==> src/rtl/vsim_msg_pkg.sv <==
// vsim_msg_pkg
//   Shared definitions for the Verilator co-simulation message transport.
//   Imported by both the inbound sink packer and the outbound source stage,
//   so beat width and length encoding stay identical in both directions.
//   BEAT_WIDTH   : bits per host beat
//   LENGTH_WIDTH : bits of the data_length field (beats - 1)
//   msg_len_t    : type of the beat counter / length field
package vsim_msg_pkg;

    localparam int BEAT_WIDTH   = 32;
    localparam int LENGTH_WIDTH = 16;

    typedef logic [LENGTH_WIDTH-1:0] msg_len_t;

endpackage : vsim_msg_pkg

==> src/rtl/vsim_sink_packer.sv <==
// vsim_sink_packer
//   Packs a stream of 32-bit host beats (low word first) into one
//   width-bit message, then offers it downstream with an EN/RDY handshake.
//
//   Ports:
//     CLK, RST_N      : clock, asynchronous active-low reset
//     beat_valid      : host beat present
//     beat_data       : beat payload
//     beat_last       : final beat of the current message
//     beat_ready      : beat accepted this cycle when beat_valid is high
//     RDY_data        : downstream can take a message
//     EN_data         : message transferred this cycle (RDY_data while holding)
//     data_v          : packed message, words above the last beat read zero
//     data_length     : beats received - 1
//     overflow        : sticky, a message carried more than width/32 beats
module vsim_sink_packer
    import vsim_msg_pkg::*;
#(
    parameter int width = 64
) (
    input  logic                    CLK,
    input  logic                    RST_N,
    input  logic                    beat_valid,
    input  logic [BEAT_WIDTH-1:0]   beat_data,
    input  logic                    beat_last,
    output logic                    beat_ready,
    input  logic                    RDY_data,
    output logic                    EN_data,
    output logic [width-1:0]        data_v,
    output logic [LENGTH_WIDTH-1:0] data_length,
    output logic                    overflow
);

    localparam int       MAXBEATS   = width / BEAT_WIDTH;
    localparam msg_len_t MAXBEATS_L = msg_len_t'(MAXBEATS);

    typedef enum logic {COLLECT = 1'b0, HOLD = 1'b1} state_t;

    state_t     state_q, state_d;
    logic [width-1:0] data_q, data_d;
    msg_len_t   cnt_q, cnt_d;      // beats accepted so far; also the next write index
    msg_len_t   len_q, len_d;
    logic       ovf_q, ovf_d;
    msg_len_t   cnt_inc;

    // Beat counter saturates so absurdly long messages cannot wrap the length.
    function automatic msg_len_t sat_inc(input msg_len_t v);
        return (v == '1) ? v : v + msg_len_t'(1);
    endfunction

    assign cnt_inc = sat_inc(cnt_q);

    always_comb begin
        state_d    = state_q;
        data_d     = data_q;
        cnt_d      = cnt_q;
        len_d      = len_q;
        ovf_d      = ovf_q;
        beat_ready = 1'b0;
        EN_data    = 1'b0;
        unique case (state_q)
            COLLECT: begin
                beat_ready = 1'b1;
                if (beat_valid) begin
                    for (int b = 0; b < MAXBEATS; b++) begin
                        if (cnt_q == msg_len_t'(b))
                            data_d[b*BEAT_WIDTH +: BEAT_WIDTH] = beat_data;
                    end
                    // Beats past the register width are dropped but still counted.
                    if (cnt_q >= MAXBEATS_L)
                        ovf_d = 1'b1;
                    cnt_d = cnt_inc;
                    if (beat_last) begin
                        len_d   = cnt_inc - msg_len_t'(1);
                        state_d = HOLD;
                    end
                end
            end
            HOLD: begin
                // Registers frozen until delivery; then clear for the next message.
                EN_data = RDY_data;
                if (RDY_data) begin
                    state_d = COLLECT;
                    data_d  = '0;
                    cnt_d   = '0;
                    len_d   = '0;
                end
            end
            default: state_d = COLLECT;
        endcase
    end

    always_ff @(posedge CLK or negedge RST_N) begin
        if (!RST_N) begin
            state_q <= COLLECT;
            data_q  <= '0;
            cnt_q   <= '0;
            len_q   <= '0;
            ovf_q   <= 1'b0;
        end else begin
            state_q <= state_d;
            data_q  <= data_d;
            cnt_q   <= cnt_d;
            len_q   <= len_d;
            ovf_q   <= ovf_d;
        end
    end

    assign data_v      = data_q;
    assign data_length = len_q;
    assign overflow    = ovf_q;

endmodule : vsim_sink_packer
==> config.mk <==
export PLATFORM = sky130hd
export DESIGN_NAME = vsim_sink_packer
export DESIGN_NICKNAME = d
export VERILOG_FILES = /design/src/rtl/vsim_msg_pkg.sv /design/src/rtl/vsim_sink_packer.sv
export SDC_FILE = /design/constraint.sdc
export NUM_CORES = 1
export LEC_CHECK = 0
export BUFFER_PORTS_ARGS = -buffer_cell sky130_fd_sc_hd__buf_2
export CAP_MARGIN = 20
export CORE_MARGIN = 1.5
export CORE_UTILIZATION = 53
export DETAILED_ROUTE_END_ITERATION = 6
export PLACE_DENSITY_LB_ADDON = 0.08
export SYNTH_ARGS = -nofsm -noshare
export SYNTH_HDL_FRONTEND = slang
export SYNTH_SLANG_ARGS = --single-unit
==> constraint.sdc <==
create_clock -name CLK -period 6.25 [get_ports CLK]
set_input_delay 0.3125 -clock CLK [delete_from_list [all_inputs] [get_ports CLK]]
set_output_delay 0.3125 -clock CLK [all_outputs]
set_load 0.01 [all_outputs]
==> metrics <==
main flop type after synthesis=dfrtp_1; Row Count=34; H-tree depth=3; Sink Count=98; hold slack=0.1486 ns; P per Cell Area=374.2 mW/mm²; placed cell area=0.005331 mm²; critical path capture point type=flop; starting density of the core=0.5468; P_sw=0.8066 mW; Sw Share=0.3852; via count=4223; final critical-path share of the clock period=0.5584; Syn. warnings=0; per-cell routed wire length=16.36 µm; Multi-input gate area=0.002105 mm²; post-DP HPWL=7876 µm; Int Power=1.287 mW; Layout Skew=0.01409 ns; post-synth top area share=0.5143; Synth Instances=519; final worst path period need=3.490 ns; peak supply drop=173.4 µV; fillers=760; Overall Power=2.094 mW; Total Negative Setup Slacks=0 ns; R2R cell count=9; top cells by area, synth=dfrtp_1 (51%), nand3_1 (10%), o21ai_0 (9.9%); Unique masters post-synth=54; async set-reset flop share out of synthesis=1.000; DRC Markers=0; GP Congestion=0.8763; Tot GR Track Use=0.2532; slack of the critical path=2.760 ns; WL final=11860 µm; antenna diode count=0; Slew @ Worst Pin=1.009 ns; Max Freq=286.5 MHz; vias in the first global route=3862; EDFF count, synth=0; initial antenna violation count=0; sequential-to-total area share from yosys stat=0.5143; Initial DRT Pass Iterations=5; worst skew pair latency=0.37 ns; final antenna-violating net count=0; R2R Path Start=cnt_q[1]$_DFFE_PN0P_; Reg clk slew, reported paths=0.09 ns; setup slack, reg-to-reg=2.76 ns; CP Data Arrival Time=3.74 ns; dpl cells=705; grt ovf=0; relative slew slack=0.3253; reg2reg end=data_length[14]$_DFFE_PN0P_; Clock power frac=0.194; setup bufs post-CTS=0; RSZ-0062 raised after global routing=no; critical path class=reg -> reg; Hold Path Origin=RDY_data; Leak Pwr=2.767 nW; combinational share of power=0.354; Die X=97.85 µm; Critical Path RT=6.50 ns; Setup violations, final=0; Post-synth top cells=dfrtp_1 (98), nand3_1 (95), o21ai_0 (94); max_cap viols=0; Hold Vio Cnt, Final=0; DRT iter0 DRCs=320; non-filler cells, final=725; CTS tree=built; Post-Syn Area=0.004768 mm²; core area=0.008721 mm²; Hold EP=state_q$_DFF_PN0_; Slew Limit Fails=0; layout cells sized above 1=0.2464; clock tree buffer depth=2; synthesis-to-layout area growth=17.34%; Clk Tree Root Cell=clkbuf_8; Flop pwr share=0.452; Worst Hold Class=in -> reg; io pins=120; die area=0.009575 mm²; final instance area=0.005595 mm²; status=finished, final reports clean; most frequent cell after synthesis=dfrtp_1; WHS Path Cells=2; final core utilization=0.6416; Mean Syn Cell Area=9.188 µm²; post-synth top area cell=dfrtp_1; total CTS buffers=9; first-pass GRT wire length=19640 µm; chip height=97.85 µm; Synth Net Count=561; Max Fanout on Critical Path=14; DP Worst Slack=2.676 ns; flops & latches, synth=98; sequential standard cell area=0.002452 mm²; port buffer count=119; Setup crit start kind=flop; vias per cell=5.825; nets@finish=654; largest net degree at the start of global routing=81
==> area by class of cell <==
cell class | instances | share of cell area
clock buffer | 10 | 0.02460
clock inverter | 6 | 0.009615
inverter | 7 | 0.004696
multi-input combinational | 371 | 0.3761
sequential | 98 | 0.4383
tap | 108 | 0.02415
timing repair buffer | 125 | 0.1225
==> power by group through the flow <==
stage	Sequential, mW	Combinational (mW)	Clock (mW)
final	0.946	0.742	0.406
after global placement	0.951	0.721	0
after detailed placement	0.957	0.741	0
after CTS	0.946	0.742	0.414
after global routing	0.972	0.830	0.441
after floorplan	1.04	0.337	0
==> cells in the final DEF, fill, tap and decap left out, types with 2 or more instances in the layout <==
cell        n
buf_2     118
dfrtp_1    98
nand3_1    95
o21ai_0    94
nand2_1    56
nor2_1     14
clkbuf_8   10
xnor2_1     9
xor2_1      8
a21oi_1     7
inv_1       6
nor4_1      6
and3_1      5
and4_1      5
nand4_1     5
o21ai_1     5
and2_1      5
mux2i_1     5
ha_1        5
nor3_1      4
inv_6       4
buf_4       4
nand2_2     3
or3_1       3
nor3b_1     3
and4_4      2
nor2b_1     2
a22o_1      2
o211ai_1    2
nand3b_1    2
o31ai_1     2
buf_16      2
==> flip-flops by register name, summed over array words and instances, names as in the netlist <==
name,flops
cnt_q,16
data_length,16
data_v,64
overflow,1
state_q,1
==> routing by layer <==
metal | wire [µm] | vias up | global-route usage
met3 | 708 | 14 | 0.04868
met4 | 184 | 0 | 0.08571
met5 | 0 | - | 0
li1 | - | 2033 | -
met1 | 5472 | 2039 | 0.3723
met2 | 5495 | 137 | 0.3782
==> cell families (layout without fill, tap and decap cells) <==
group	count (synthesis)	count (layout)	share of synthesized area
fa+ha+maj	5	5	0.01312
mux	5	5	0.01050
simple gates	220	220	0.2398
buf+inv	50	148	0.04592
xor+xnor	18	18	0.03464
flops	98	98	0.5143
compound gates	123	123	0.1417
==> worst max-delay path by stage <==
stage	cells past startpoint	startpoint	slack, ns	endpoint
2_1_floorplan	12	cnt_q[1]$_DFFE_PN0P_	3.56	data_length[14]$_DFFE_PN0P_
3_3_place_gp	9	cnt_q[1]$_DFFE_PN0P_	2.80	data_length[14]$_DFFE_PN0P_
3_5_place_dp	5	state_q$_DFF_PN0_	2.68	data_v[6]$_DFFE_PN0P_
4_1_cts	5	state_q$_DFF_PN0_	2.73	data_v[25]$_DFFE_PN0P_
5_1_grt	9	cnt_q[1]$_DFFE_PN0P_	2.54	data_length[12]$_DFFE_PN0P_
6_report	9	cnt_q[1]$_DFFE_PN0P_	2.76	data_length[14]$_DFFE_PN0P_
==> worst max-delay path, cell delays in order, from the launching register on <==
cell	delay (ns)
dfrtp_1	0.50
ha_1	0.40
and4_1	0.38
nand4_1	0.53
a21oi_1	0.39
ha_1	0.28
o211ai_1	0.26
nor4b_2	0.38
xor2_1	0.17
o21ai_1	0.07
==> repair_timing <==
item | CTS | global route
setup endpoints to repair | 0 | 0
gates resized for setup | 0 | 0
hold buffers | 1 | 0
endpoints found under the hold margin | 24 | 0
No activity file was read; power rests on OpenSTA's default activity.
